--- src/rtl/rc4_ksa_if.sv ---
// RC4 key-scheduling bus: start/finish handshake, latched key input and
// the S-RAM port (address/data/wen out, q_data in) plus ownership flags.
// With KSA_CYCLE_COUNT_EN defined the bus also carries cycle_count.
// master: the key-search controller / RAM side.  slave: the rc4_ksa block.
interface rc4_ksa_if #(
    parameter int KEY_LEN = 3
);
    logic                   start_sig;
    logic [8*KEY_LEN-1:0]   secret_key;
    logic [7:0]             q_data;
    logic                   finish;
    logic                   ksa_mem_handler;
    logic [1:0]             memory_sel;
    logic [7:0]             address;
    logic [7:0]             data;
    logic                   wen;
`ifdef KSA_CYCLE_COUNT_EN
    logic [15:0]            cycle_count;
`endif

    modport master (
        output start_sig,
        output secret_key,
        output q_data,
        input  finish,
        input  ksa_mem_handler,
        input  memory_sel,
        input  address,
        input  data,
`ifdef KSA_CYCLE_COUNT_EN
        input  cycle_count,
`endif
        input  wen
    );

    modport slave (
        input  start_sig,
        input  secret_key,
        input  q_data,
        output finish,
        output ksa_mem_handler,
        output memory_sel,
        output address,
        output data,
`ifdef KSA_CYCLE_COUNT_EN
        output cycle_count,
`endif
        output wen
    );
endinterface

--- src/rtl/rc4_ksa.sv ---
// RC4 key-scheduling stage.
// Fills the S-RAM with the identity permutation (256 writes), then runs the
// 256 KSA swap iterations j = j + S[i] + key[i mod KEY_LEN]; swap(S[i], S[j]).
// Each swap iteration takes 10 cycles: the RAM has a one-cycle registered read
// and every RAM-facing output is itself registered, so each read needs a
// setup cycle, a wait cycle and a sample cycle.
// Key byte n is secret_key[8*(KEY_LEN-n)-1 -: 8] (MSB byte first); the key is
// latched in START so later changes on secret_key do not affect a run.
// Optional feature: define KSA_CYCLE_COUNT_EN to add the 16-bit cycle_count
// output (cycles from START up to DONE, held in DONE).
module rc4_ksa #(
    parameter int KEY_LEN = 3
) (
    input  logic        clk,
    input  logic        reset,
    rc4_ksa_if.slave    ksa_bus
);

    localparam int KIW = (KEY_LEN > 1) ? $clog2(KEY_LEN) : 1;
    localparam logic [KIW-1:0] KEY_LAST = KIW'(KEY_LEN - 1);

    localparam logic [3:0] S_IDLE     = 4'd0;
    localparam logic [3:0] S_START    = 4'd1;
    localparam logic [3:0] S_INIT     = 4'd2;
    localparam logic [3:0] S_SETUP_I  = 4'd3;
    localparam logic [3:0] S_WAIT_I   = 4'd4;
    localparam logic [3:0] S_SAMPLE_I = 4'd5;
    localparam logic [3:0] S_ADD_J    = 4'd6;
    localparam logic [3:0] S_SETUP_J  = 4'd7;
    localparam logic [3:0] S_WAIT_J   = 4'd8;
    localparam logic [3:0] S_SAMPLE_J = 4'd9;
    localparam logic [3:0] S_WRITE_I  = 4'd10;
    localparam logic [3:0] S_WRITE_J  = 4'd11;
    localparam logic [3:0] S_NEXT     = 4'd12;
    localparam logic [3:0] S_DONE     = 4'd13;

    // Control state
    logic [3:0]             state_q,   state_d;
    logic [7:0]             i_q,       i_d;
    logic [7:0]             j_q,       j_d;
    logic [7:0]             s_i_q,     s_i_d;
    logic [7:0]             s_j_q,     s_j_d;
    logic [KIW-1:0]         key_idx_q, key_idx_d;
    logic [8*KEY_LEN-1:0]   key_q,     key_d;

    // Registered outputs
    logic                   wen_q,     wen_d;
    logic [7:0]             address_q, address_d;
    logic [7:0]             data_q,    data_d;
    logic                   finish_q,  finish_d;
    logic                   own_q,     own_d;

    // Key split into bytes, byte 0 being the most significant one
    logic [7:0]             key_byte [KEY_LEN];
    logic [7:0]             key_sel;

    genvar gi;
    generate
        for (gi = 0; gi < KEY_LEN; gi++) begin : g_key_byte
            assign key_byte[gi] = key_q[8*(KEY_LEN-gi)-1 -: 8];
        end
    endgenerate

    // Select the key byte for the current iteration (explicit mux keeps
    // unused index codes harmless for non-power-of-two key lengths)
    always_comb begin
        key_sel = 8'd0;
        for (int n = 0; n < KEY_LEN; n++) begin
            if (key_idx_q == KIW'(n)) begin
                key_sel = key_byte[n];
            end
        end
    end

    // FSM next state and datapath updates
    always_comb begin
        state_d   = state_q;
        i_d       = i_q;
        j_d       = j_q;
        s_i_d     = s_i_q;
        s_j_d     = s_j_q;
        key_idx_d = key_idx_q;
        key_d     = key_q;

        case (state_q)
            S_IDLE: begin
                if (ksa_bus.start_sig) begin
                    state_d = S_START;
                end
            end
            S_START: begin
                key_d     = ksa_bus.secret_key;
                i_d       = 8'd0;
                j_d       = 8'd0;
                key_idx_d = '0;
                state_d   = S_INIT;
            end
            S_INIT: begin
                // i wraps 255 -> 0, which is exactly the first swap index
                i_d = i_q + 8'd1;
                if (i_q == 8'd255) begin
                    state_d = S_SETUP_I;
                end
            end
            S_SETUP_I:  state_d = S_WAIT_I;
            S_WAIT_I:   state_d = S_SAMPLE_I;
            S_SAMPLE_I: begin
                s_i_d   = ksa_bus.q_data;
                state_d = S_ADD_J;
            end
            S_ADD_J: begin
                j_d     = j_q + s_i_q + key_sel;
                state_d = S_SETUP_J;
            end
            S_SETUP_J:  state_d = S_WAIT_J;
            S_WAIT_J:   state_d = S_SAMPLE_J;
            S_SAMPLE_J: begin
                s_j_d   = ksa_bus.q_data;
                state_d = S_WRITE_I;
            end
            S_WRITE_I:  state_d = S_WRITE_J;
            S_WRITE_J:  state_d = S_NEXT;
            S_NEXT: begin
                if (i_q == 8'd255) begin
                    state_d = S_DONE;
                end else begin
                    i_d       = i_q + 8'd1;
                    key_idx_d = (key_idx_q == KEY_LAST) ? '0 : key_idx_q + KIW'(1);
                    state_d   = S_SETUP_I;
                end
            end
            S_DONE: begin
                // Four-phase handshake: wait for the requester to drop start
                if (!ksa_bus.start_sig) begin
                    state_d = S_IDLE;
                end
            end
            default: state_d = S_IDLE;
        endcase
    end

    // Output decode from the current state; results land in the output flops
    always_comb begin
        own_d     = (state_q != S_IDLE) && (state_q != S_DONE);
        wen_d     = 1'b0;
        address_d = address_q;
        data_d    = 8'd0;
        // finish is set on the first DONE cycle unconditionally, and cleared
        // on the same edge that sees start_sig low after it was shown
        finish_d  = (state_q == S_DONE) && !(finish_q && !ksa_bus.start_sig);

        case (state_q)
            S_IDLE, S_START, S_DONE: begin
                address_d = 8'd0;
            end
            S_INIT: begin
                wen_d     = 1'b1;
                address_d = i_q;
                data_d    = i_q;
            end
            S_SETUP_I, S_WAIT_I, S_SAMPLE_I: begin
                address_d = i_q;
            end
            S_SETUP_J, S_WAIT_J, S_SAMPLE_J: begin
                address_d = j_q;
            end
            S_WRITE_I: begin
                wen_d     = 1'b1;
                address_d = i_q;
                data_d    = s_j_q;
            end
            S_WRITE_J: begin
                wen_d     = 1'b1;
                address_d = j_q;
                data_d    = s_i_q;
            end
            default: begin
                address_d = address_q;
            end
        endcase
    end

    // State, datapath and output registers
    always_ff @(posedge clk) begin
        if (reset) begin
            state_q   <= S_IDLE;
            i_q       <= 8'd0;
            j_q       <= 8'd0;
            s_i_q     <= 8'd0;
            s_j_q     <= 8'd0;
            key_idx_q <= '0;
            key_q     <= '0;
            wen_q     <= 1'b0;
            address_q <= 8'd0;
            data_q    <= 8'd0;
            finish_q  <= 1'b0;
            own_q     <= 1'b0;
        end else begin
            state_q   <= state_d;
            i_q       <= i_d;
            j_q       <= j_d;
            s_i_q     <= s_i_d;
            s_j_q     <= s_j_d;
            key_idx_q <= key_idx_d;
            key_q     <= key_d;
            wen_q     <= wen_d;
            address_q <= address_d;
            data_q    <= data_d;
            finish_q  <= finish_d;
            own_q     <= own_d;
        end
    end

    assign ksa_bus.wen             = wen_q;
    assign ksa_bus.address         = address_q;
    assign ksa_bus.data            = data_q;
    assign ksa_bus.finish          = finish_q;
    assign ksa_bus.ksa_mem_handler = own_q;
    assign ksa_bus.memory_sel      = {1'b0, own_q};

`ifdef KSA_CYCLE_COUNT_EN
    logic [15:0] cycle_count_q, cycle_count_d;

    // Counts every cycle from START through the last NEXT, then holds
    always_comb begin
        cycle_count_d = cycle_count_q;
        if ((state_q == S_IDLE) && ksa_bus.start_sig) begin
            cycle_count_d = 16'd0;
        end else if ((state_q != S_IDLE) && (state_q != S_DONE)) begin
            cycle_count_d = cycle_count_q + 16'd1;
        end
    end

    // Cycle counter register
    always_ff @(posedge clk) begin
        if (reset) begin
            cycle_count_q <= 16'd0;
        end else begin
            cycle_count_q <= cycle_count_d;
        end
    end

    assign ksa_bus.cycle_count = cycle_count_q;
`endif

endmodule

--- src/flat_wrapper.sv ---
// flat-port wrapper written by rule: the top's interface ports become plain ports
module rc4_ksa_flat 
#(
    parameter int KEY_LEN = 3
)
  (clk, reset, ksa_bus_start_sig, ksa_bus_secret_key, ksa_bus_q_data, ksa_bus_finish, ksa_bus_ksa_mem_handler, ksa_bus_memory_sel, ksa_bus_address, ksa_bus_data, ksa_bus_wen);
  rc4_ksa_if #(.KEY_LEN(KEY_LEN)) ksa_bus_i ();
  input  logic clk;
  input  logic reset;
  input wire logic [$bits(ksa_bus_i.start_sig)-1:0] ksa_bus_start_sig;
  input wire logic [$bits(ksa_bus_i.secret_key)-1:0] ksa_bus_secret_key;
  input wire logic [$bits(ksa_bus_i.q_data)-1:0] ksa_bus_q_data;
  output wire logic [$bits(ksa_bus_i.finish)-1:0] ksa_bus_finish;
  output wire logic [$bits(ksa_bus_i.ksa_mem_handler)-1:0] ksa_bus_ksa_mem_handler;
  output wire logic [$bits(ksa_bus_i.memory_sel)-1:0] ksa_bus_memory_sel;
  output wire logic [$bits(ksa_bus_i.address)-1:0] ksa_bus_address;
  output wire logic [$bits(ksa_bus_i.data)-1:0] ksa_bus_data;
  output wire logic [$bits(ksa_bus_i.wen)-1:0] ksa_bus_wen;
  assign ksa_bus_i.start_sig = ksa_bus_start_sig;
  assign ksa_bus_i.secret_key = ksa_bus_secret_key;
  assign ksa_bus_i.q_data = ksa_bus_q_data;
  assign ksa_bus_finish = ksa_bus_i.finish;
  assign ksa_bus_ksa_mem_handler = ksa_bus_i.ksa_mem_handler;
  assign ksa_bus_memory_sel = ksa_bus_i.memory_sel;
  assign ksa_bus_address = ksa_bus_i.address;
  assign ksa_bus_data = ksa_bus_i.data;
  assign ksa_bus_wen = ksa_bus_i.wen;
  rc4_ksa #(.KEY_LEN(KEY_LEN)) u_core (.clk(clk), .reset(reset), .ksa_bus(ksa_bus_i));
endmodule
--- config.mk ---
export PLATFORM = sky130hd
export DESIGN_NAME = rc4_ksa_flat
export DESIGN_NICKNAME = d
export VERILOG_FILES = /design/src/rtl/rc4_ksa_if.sv /design/src/rtl/rc4_ksa.sv /design/src/flat_wrapper.sv
export SDC_FILE = /design/constraint.sdc
export NUM_CORES = 1
export LEC_CHECK = 0
export ABC_CLOCK_PERIOD_IN_PS = 8700
export BUFFER_PORTS_ARGS = -buffer_cell sky130_fd_sc_hd__buf_2
export CAP_MARGIN = 20
export CORE_ASPECT_RATIO = 1.2
export CORE_MARGIN = 1.5
export CORE_UTILIZATION = 37
export CTS_BUF_LIST = sky130_fd_sc_hd__clkbuf_4
export DETAILED_ROUTE_END_ITERATION = 16
export PLACE_DENSITY = 0.66
export SYNTH_ARGS = -nofsm -noshare
export SYNTH_HDL_FRONTEND = slang
export SYNTH_SLANG_ARGS = --single-unit
--- constraint.sdc ---
create_clock -name clk -period 8.7 [get_ports clk]
set_input_delay 0 -clock clk [delete_from_list [all_inputs] [get_ports clk]]
set_output_delay 0 -clock clk [all_outputs]
set_load 0.005 [all_outputs]
Word level (Yosys, flattened, before mapping):

Cells that the tools add are included.

* add/sub/neg operators: 4
* equal/unequal tests: 21
* multiplexer cells: 17
* reductions and logical operators: 19

Operator list (count)
* case mux 8 bit (3 select lines): 3
* case mux 4 bit (14 select lines): 1
* 2-to-1 mux 8 bit: 4
* == test 4 bit (second input constant): 6
* adder 8 bit: 2
* == test 4 x 3 -> 1 bit (second input constant): 4
* 2-to-1 mux 4 bit: 4
* case mux 8 bit (2 select lines): 1
* adder 8 x 1 -> 8 bit (second input constant): 1
* == test 4 x 2 -> 1 bit (second input constant): 2
* == test 8 bit (second input constant): 1
* inequality test 2 bit (second input constant): 3
* nonzero test 3 bit: 2
* OR reduction 3 bit: 2
* OR reduction 5 bit: 1
* == test 4 x 1 -> 1 bit (second input constant): 1
* logical NOT 4 bit: 1
* 2-to-1 mux 2 bit: 2
* inequality test 4 bit (second input constant): 1
* case mux 2 bit (2 select lines): 1
* AND reduction 2 bit: 2
* nonzero test 2 bit: 2
* nonzero test 4 bit: 1
* OR reduction 4 bit: 1
* other kinds (9): 12

* register bits: 81
* bits of input ports: 35
* output and inout bits: 21
* logic and storage cells: 73

Longest topological paths before layout:

Gate-level depths: netlist (run 1).

* depth after elaboration: 6
* mapped depth: 13
* depth with buffers taken out: 12

Least setup slack after synthesis (run 1):

No wires, ideal clock.

* path kind: flip-flop to flip-flop
* start: reg u_core.key_idx_q[1]
* end: reg u_core.j_q[7]
* setup time: 0.063 ns
* arrival: 2.762 ns
* data required time: 8.637 ns
* path slack: 5.876 ns
* cell stages (with the launch flop): 13
* path buffers: 2
* period minus slack after synthesis: 2.824 ns
* cell sequence: dfxtp_1 > buf_2 > buf_1 > mux2i_1 > o22a_1 > fa_1 > inv_1 > ha_1 > o21a_1 > o31ai_1 > a21oi_1 > or4_1 > nand3_1

* longest elaborated chain between the ends: 6

Ends and longest elaborated chain
* start, declared: line rc4_ksa.sv:43 `logic [KIW-1:0] key_idx_q, key_idx_d;`
* start signal, assigned: line rc4_ksa.sv:204 `key_idx_q <= key_idx_d;`
* logical NOT 2 bit: line rc4_ksa.sv:69 `if (key_idx_q == KIW'(n)) begin`
* 2-to-1 mux 8 bit (2 in a row): line rc4_ksa.sv:69
* 2-to-1 mux 8 bit (*): line rc4_ksa.sv:69
* adder 8 bit (*): line rc4_ksa.sv:112 `j_d = j_q + s_i_q + key_sel;`
* case mux 8 bit (2 select lines) (*): line rc4_ksa.sv:85 `case (state_q)`
* end signal, assigned: line rc4_ksa.sv:201 `j_q <= j_d;`
* end, declared: line rc4_ksa.sv:40 `logic [7:0] j_q, j_d;`

Every way passes the cells marked *; elsewhere a longest branch is shown, timed or not.
A chain may end at the register's enable or synchronous reset.

Worst setup path after layout (run 1):

Same ends and word-level chain as after synthesis.

==> results of run 1 <==
[metal layers]
metal	share of wire, %	vias up	track usage (%)
li1	-	1965	-
met1	43	1793	23.1
met2	50	96	32.9
met3	3.6	23	3.58
met4	3.1	0	9.55
met5	0	-	0
[stage by stage]
step	power (mW)	area [sq um]	setup WS [ns]	util [%]	std cells
after floorplan	0.449	4260	5.88	-	536
after detailed placement	0.472	4580	5.52	41.2	710
after CTS	0.771	5110	5.51	45.8	759
after global placement	0.470	4580	5.65	41.2	710
after global routing	0.802	5130	5.21	46.1	760
final	0.765	5130	5.52	46.1	760
[report_power, final]
group | switching [mW] | total, mW | internal, mW
Clock | 0.140 | 0.288 | 0.148
Combinational | 0.0507 | 0.0908 | 0.0401
Sequential | 0.00598 | 0.386 | 0.380
Total | 0.197 | 0.765 | 0.568
[flip-flops by register name (all words and copies together) (netlist names)]
register,count
u_core.state_q,4
u_core.ksa_bus.wen,1
u_core.s_j_q,8
u_core.key_byte,24
u_core.ksa_bus.address,8
u_core.key_idx_q,2
u_core.j_q,8
u_core.ksa_bus.data,8
u_core.ksa_bus.ksa_mem_handler,1
u_core.s_i_q,8
u_core.ksa_bus.finish,1
u_core.i_q,8
[Yosys cell counts, types with 9 or more instances]
master | instances | area share [%]
o22a_1 | 13 | 2.7
dfxtp_1 | 81 | 38
inv_1 | 30 | 2.6
nor2_1 | 76 | 6.7
o21ai_0 | 15 | 1.8
a21oi_1 | 64 | 7.5
nand2_1 | 86 | 7.6
clkbuf_1 | 24 | 2.1
a2111oi_0 | 9 | 1.9
mux2i_1 | 18 | 4.2
[worst max-delay path, stage by stage (launching register included)]
cell	delay [ns]
dfxtp_1	0.77
mux2i_1	0.17
o22a_1	0.24
fa_1	0.48
inv_1	0.04
ha_1	0.22
inv_1	0.07
fa_1	0.21
nor2b_1	0.07
o31ai_1	0.26
a21oi_1	0.12
or4_1	0.41
nand3_1	0.09
[kinds of logic after synthesis]
family / count (synthesis) / synth area share (%)
other cells: 1 / 0.0881
fa+ha+maj: 23 / 7.70
mux: 18 / 4.23
buf+inv: 68 / 6.76
flops: 81 / 38.1
simple gates: 205 / 21.2
xor+xnor: 8 / 1.65
compound gates: 132 / 20.3
[layout make-up]
class | count | area (sq um) | share of cell area [%]
multi-input cells | 387 | 2360 | 45.9
flip-flops and latches | 81 | 1620 | 31.6
repair buffers | 92 | 658 | 12.8
well taps | 154 | 193 | 3.75
clock inverters | 7 | 125 | 2.44
inverters | 30 | 113 | 2.19
clock buffers | 9 | 67.6 | 1.32
[final timing paths]
check	slack, ns	end	cells after the start
worst max-delay path	5.52	u_core.j_q[7]	12
worst min-delay path	0.16	u_core.j_q[0]	3
worst max register to register	5.52	u_core.j_q[7]	12
worst min register to register	0.46	u_core.s_j_q[6]	2
==> flow_summary_export.csv, run 1 <==
group,metric,value,unit
clocking,htreeDepth,3,
timing,final.hold.worst_slack,0.157,ns
layout,drive_above_1_share,13.4,%
critical_path,arrival,3.58,ns
route,wl_per_cell,14.1,um
timing,worst_pin_slew,1.02,ns
timing,rsz0062_at_grt,"false",
timing,setup_violations,0,
global_routing,grt_pass1_vias,3951,
floorplan,dieArea,12200,sq um
hold_path,min-delay-start,"reset",
placed_design,portBuffers,54,
logic_synthesis,yosysUniqueCellTypes,54,
clocking,cts_root_buffer,"clkbuf_4",
layout,syn2layout_area_growth,20.6,%
power,leakage,1.94,nW
critical_path,worstSetupPathType,"reg -> reg",
critical_path,critPathLaunchType,"register",
timing,fmax,0.315,GHz
timing,min_period_over_period,36.5,%
clocking,cts_hold_buf,33,
placed_design,place.gp.congestion,0.821,
global_routing,gr-total-overflow,0,
route,ant_nets,0,
global_routing,grt_usage,19.3,%
critical_path,cp_max_fo,16,
route,dr_total_vias,3877,
clocking,insertion_delay,0.46,ns
clocking,clk_path_buf_depth,2,
timing,maxSlewViolCount,0,
power,cellPowerDensity,149,nW/um^2
logic_synthesis,avgSynthCellArea,7.94,sq um
route,first_pass_iters,6,
route,drc,0,
clocking,cts_setup_buffers,0,
clocking,path_clk_slew,0.14,ns
critical_path,cp-end-kind,"register",
critical_path,crit_path_start,"u_core.key_idx_q[1]",
floorplan,chipHeight,121,um
logic_synthesis,synth_fp_nets,586,
logic_synthesis,yosysSeqAreaShare,38.1,%
timing,skew,0.0237,ns
hold_path,hold_path_class,"in -> reg",
logic_synthesis,synth_area,4260,sq um
timing,tns,0,ns
logic_synthesis,async_flop_share,0,%
critical_path,r2r_start,"u_core.key_idx_q[1]",
layout,fillers,1131,
placed_design,hpwl,7.40,mm
layout,n_antenna_cell,0,
global_routing,antenna_found_initial,0,
global_routing,grt_first_pass_wirelength,18.5,mm
logic_synthesis,yosysWarnings,0,
logic_synthesis,syn_inst,536,
layout,final_common_cell,"nand2_1",
layout,mostFrequentLayoutCells,"nand2_1, dfxtp_1, nor2_1",
floorplan,io_pins,56,
power,ir_worst_vdd,0.0000790,V
route,drtIter0Drc,159,
route,wirelength,10.7,mm
logic_synthesis,ys.flop_type,"dfxtp_1",
clocking,cts_tree,"yes",
logic_synthesis,synth-edff-count,0,
floorplan,initial_core_util,38.2,%
clocking,numClockSinks,81,
route,routed_via_density,5.10,
clocking,cts_buffers,9,
timing,finalHoldViolCount,0,
run_status,status,"completed",
critical_path,crit_required,9.10,ns
flow_run,drv_cap,0,
timing,maxSlewHeadroom,31.5,%
clocking,cts_resized,0,
floorplan,rows,42,
floorplan,die_w,101,um
global_routing,grt_max_degree,67,
layout,nets,651,
timing,finalCriticalPeriod,3.18,ns
logic_synthesis,synth_seq_cells,81,
floorplan,core_region_area,11100,sq um
No activity file was read; power rests on OpenSTA's default activity.
==> run 2, diff against run 1 <==
ABC_CLOCK_PERIOD_IN_PS = 3300   (was 8700)
clock period = 3.3 ns   (was 8.7 ns; I/O delays follow)
==> flow_summary_export.csv, run 2 (synthesis gave the netlist of run 1 again) <==
group,metric,value,unit
critical_path,crit_chain,"nand2_1 > o22a_1 > fa_1 > inv_1 > ha_1 > inv_1 > fa_1 > nor2b_1 > o31ai_1 > a21oi_1 > or4_1 > nand3_1",
timing,min_period_over_period,90.3,%
placed_design,place.gp.congestion,0.837,
layout,nets,656,
layout,largest_reg_flops,24,
global_routing,grt_pass1_vias,3638,
timing,worst_pin_slew,0.988,ns
critical_path,crit_family,"adder cells",
timing,finalCriticalPeriod,2.98,ns
hold_path,hold_path_class,"in -> reg",
clocking,numClockSinks,81,
placed_design,portBuffers,54,
timing,maxSlewHeadroom,33.9,%
floorplan,io_pins,56,
route,ant_nets,0,
route,first_pass_iters,6,
route,drtIter0Drc,215,
global_routing,grt_first_pass_wirelength,17.7,mm
layout,mostFrequentLayoutCells,"nand2_1, dfxtp_1, nor2_1",
floorplan,core_region_area,11100,sq um
global_routing,gr-total-overflow,0,
critical_path,cp_max_fo,16,
timing,fmax,0.336,GHz
route,wirelength,10.9,mm
layout,fillers,1127,
floorplan,die_w,101,um
placed_design,placed_cell_area,4620,sq um
flow_run,drv_cap,0,
timing,maxSlewViolCount,0,
critical_path,cp_slowest_cell,"dfxtp_1",
critical_path,cp-end-kind,"register",
placed_design,hpwl,7.61,mm
route,wl_per_cell,14.2,um
route,routed_via_density,5.09,
timing,skew,0.0154,ns
global_routing,grt_max_degree,39,
power,cellPowerDensity,363,nW/um^2
placed_design,dp_cells,715,
layout,syn2layout_area_growth,19.8,%
timing,rsz0062_at_grt,"false",
power,ir_worst_vdd,0.000196,V
critical_path,crit_required,3.71,ns
clocking,path_clk_slew,0.14,ns
critical_path,arrival,3.39,ns
power,finalPower,1.85,mW
timing,tns,0,ns
floorplan,rows,42,
floorplan,chipHeight,121,um
critical_path,worst-path-buf-inv,2,
run_status,status,"completed",
global_routing,grt_usage,18.9,%
critical_path,worstSetupPathType,"reg -> reg",
route,dr_total_vias,3902,
layout,fin_cells,766,
clocking,clk_path_buf_depth,2,
critical_path,max_stage_delay,0.65,ns
floorplan,dieArea,12200,sq um
global_routing,antenna_found_initial,1,
layout,final_common_cell,"nand2_1",
timing,finalHoldViolCount,0,
critical_path,critPathLaunchType,"register",
layout,drive_above_1_share,13.7,%
floorplan,initial_core_util,38.2,%
layout,final_area,5100,sq um
clocking,htreeDepth,3,
clocking,cts_buffers,9,
power,leakage,1.94,nW
clocking,insertion_delay,0.45,ns
timing,setup_violations,0,
clocking,cts_root_buffer,"clkbuf_4",
clocking,cts_tree,"yes",
route,drc,0,
-- run 2: cell count changes in the layout (fill, tap and decap cells not counted), sizes merged --
cell	previous run	this run
clkinv	2	3
diode	0	1
buf	59	63
bufinv	3	1
dlygate4sd3	33	34
clkinvlp	0	1
-- run 2: path summary, 6_finish.rpt --
path,start,end,slack (ns),cells past startpoint
setup / recovery,u_core.key_idx_q[0],u_core.j_q[7],0.32,12
hold / removal,ksa_bus_secret_key[6],u_core.key_byte[6],0.31,4
setup reg to reg,u_core.key_idx_q[0],u_core.j_q[7],0.32,12
hold reg to reg,u_core.s_j_q[2],u_core.s_j_q[2],0.46,2
-- run 2: through the flow --
step / util, % / setup slack (ns) / hold slack [ns]
final: 45.8 / 0.320 / 0.312
after global routing: 45.8 / 0.101 / 0.313
after CTS: 45.8 / 0.346 / 0.289
after detailed placement: 41.5 / 0.365 / 0.248
after global placement: 41.5 / 0.454 / 0.239
after floorplan: - / 0.476 / 0.136
-- run 2: what timing repair did --
| item | CTS | global route |
|---|---|---|
| hold buffers | 34 | 0 |
| gates resized for setup | 0 | 0 |
| endpoints found under the hold margin | 49 | 0 |
| buffers inserted | 0 | 0 |
-- run 2: per-layer routing --
| metal | vias up | global-route usage (%) | routed length (um) |
|---|---|---|---|
| met2 | 107 | 32.9 | 5570 |
| met3 | 20 | 3.12 | 463 |
| met1 | 1801 | 22.5 | 4540 |
| met5 | - | 0 | 0 |
| met4 | 0 | 8.68 | 290 |
| li1 | 1974 | - | - |
-- run 2: report_power, final --
group / leakage (nW) / total (mW) / switching (mW) / internal [mW]
clock network: 0.0741 / 0.591 / 0.360 / 0.231
registers: 0.655 / 1.03 / 0.0261 / 1.00
logic: 1.21 / 0.232 / 0.125 / 0.107
-- run 2: layout make-up --
cell class                 instances  area, sq um  area share [%]
clock inverter                     7         68.8            1.35
clock buffer                       9         67.6            1.32
inverter                          30          113            2.21
antenna                            1         2.50          0.0491
timing repair buffer              97          678            13.3
tap                              154          193            3.78
sequential                        81         1620            31.8
multi-input combinational        387         2360            46.2
-- run 2: worst min-delay path, cell delays in order --
cell and delay (ns):
dlygate4sd3_1 0.53, buf_2 0.12, nand2_1 0.05, a21oi_1 0.05
==> run 3, diff against run 2 <==
==> constraint.sdc (replaced) <==
create_clock -name clk -period 3.3 [get_ports clk]
set_input_delay 0.495 -clock clk [delete_from_list [all_inputs] [get_ports clk]]
set_output_delay 0.495 -clock clk [all_outputs]
set_load 0.005 [all_outputs]
==> flow_summary_export.csv, run 3 (synthesis gave the netlist of run 1 again) <==
group,metric,value,unit
critical_path,arrival,3.38,ns
floorplan,core_region_area,11100,sq um
clocking,htreeDepth,3,
floorplan,rows,42,
global_routing,grt_busiest_layer,"met2",
floorplan,initial_core_util,38.2,%
layout,multiInputGateArea,2360,sq um
placed_design,dp_cells,715,
floorplan,chipHeight,121,um
power,power_switching,0.502,mW
critical_path,max_stage_delay,0.65,ns
route,first_pass_iters,4,
timing,fmax,0.337,GHz
layout,fin_cells,732,
timing,worst_pin_slew,0.995,ns
global_routing,antenna_found_initial,1,
route,ant_nets,0,
placed_design,place.gp.congestion,0.844,
timing,maxSlewHeadroom,33.4,%
critical_path,crit_chain,"nand2_1 > o22a_1 > fa_1 > inv_1 > ha_1 > inv_1 > fa_1 > nor2b_1 > o31ai_1 > a21oi_1 > or4_1 > nand3_1",
placed_design,portBuffers,54,
clocking,numClockSinks,81,
timing,setup_violations,0,
layout,final_area,4760,sq um
global_routing,grt_use_met3,2.77,%
power,combPwrFrac,11.0,%
power,cellPowerDensity,381,nW/um^2
clocking,path_clk_slew,0.14,ns
clocking,cts_setup_buffers,0,
layout,seq_area,1620,sq um
layout,nets,622,
clocking,cts_hold_buf,0,
route,wirelength,10.4,mm
layout,fillers,1202,
critical_path,ff2ff_setup_slack,0.33,ns
layout,largest_reg_flops,24,
timing,tns,0,ns
clocking,insertion_delay,0.45,ns
layout,mostFrequentLayoutCells,"nand2_1, dfxtp_1, nor2_1",
power,leakage,1.79,nW
power,clkPwrFrac,32.4,%
clocking,cts_buffers,9,
floorplan,io_pins,56,
clocking,cts_root_buffer,"clkbuf_4",
layout,drive_above_1_share,14.6,%
flow_run,drv_cap,0,
timing,maxSlewViolCount,0,
route,drc,0,
hold_path,hold_path_class,"in -> reg",
critical_path,cp_slowest_cell,"dfxtp_1",
global_routing,grt_first_pass_wirelength,17.0,mm
power,seqPwrFrac,56.6,%
floorplan,dieArea,12200,sq um
clocking,cts_resized,0,
global_routing,grt_usage,18.0,%
critical_path,worstSetupPathType,"reg -> reg",
placed_design,hpwl,7.59,mm
critical_path,crit_required,3.71,ns
global_routing,grt_pass1_vias,3552,
global_routing,grtUsageMet2,29.7,%
timing,skew,0.0231,ns
layout,syn2layout_area_growth,11.8,%
placed_design,placed_cell_area,4620,sq um
timing,finalCriticalPeriod,2.97,ns
floorplan,die_w,101,um
route,wl_per_cell,14.2,um
global_routing,grt.met1_usage,21.4,%
route,dr_total_vias,3809,
route,drtIter0Drc,197,
clocking,cts_tree,"yes",
power,internal-power,1.31,mW
global_routing,gr-total-overflow,0,
power,ir_worst_vdd,0.000233,V
clocking,clk_path_buf_depth,2,
power,p_sw_share,27.6,%
timing,rsz0062_at_grt,"false",
route,routed_via_density,5.20,
timing,finalHoldViolCount,0,
global_routing,grt_max_degree,66,
timing,min_period_over_period,90.0,%
layout,final_common_cell,"nand2_1",
run_status,status,"completed",
critical_path,cp_max_fo,16,
critical_path,cp-end-kind,"register",
critical_path,critPathLaunchType,"register",
-- run 3: cell types whose count changed in the layout (fill, tap and decap cells not counted), sizes merged --
| cell | previous run | this run |
|---|---|---|
| dlygate4sd3 | 34 | 0 |
-- run 3: area by class of cell --
cell class,instances,area share (%)
multi-input combinational,387,49.5
sequential,81,34.1
timing repair buffer,63,7.10
tap,154,4.05
inverter,30,2.37
clock inverter,7,1.45
clock buffer,9,1.42
antenna,1,0.0526
-- run 3: metal layers --
layer  share of wire [%]  vias to the layer above
met4                 5.3                        0
met5                   0                        -
met1                  42                     1747
met3                 5.6                       31
met2                  48                      125
li1                    -                     1906
-- run 3: power by group through the flow --
stage	sequential, mW	combinational [mW]	clock, mW
5_1_grt	1.03	0.224	0.646
2_1_floorplan	1.03	0.150	0
3_3_place_gp	1.05	0.195	0
3_5_place_dp	1.05	0.198	0
6_report	1.03	0.200	0.589
4_1_cts	1.03	0.199	0.609
-- run 3: path summary, 6_finish.rpt --
check,startpoint,endpoint,cells past startpoint
setup / recovery,u_core.key_idx_q[0],u_core.j_q[7],12
hold / removal,ksa_bus_secret_key[21],u_core.key_byte[21],3
setup reg to reg,u_core.key_idx_q[0],u_core.j_q[7],12
hold reg to reg,u_core.key_byte[16],u_core.key_byte[16],2
-- run 3: worst max-delay path, delay by kind of cell (launching register included) --
family / cells / cell delay (ns)
fa+ha+maj: 3 / 0.89
simple gates: 4 / 0.67
flops: 1 / 0.65
compound gates: 3 / 0.59
buf+inv: 2 / 0.11
-- run 3: per-stage QoR --
step	setup slack (ns)	util (%)	power (mW)	hold WS, ns
floorplan	0.476	-	1.18	0.436
global placement	0.453	41.5	1.24	0.441
detailed placement	0.355	41.5	1.25	0.446
CTS	0.334	42.7	1.84	0.241
global route	0.0568	42.7	1.90	0.254
finish	0.331	42.7	1.81	0.258
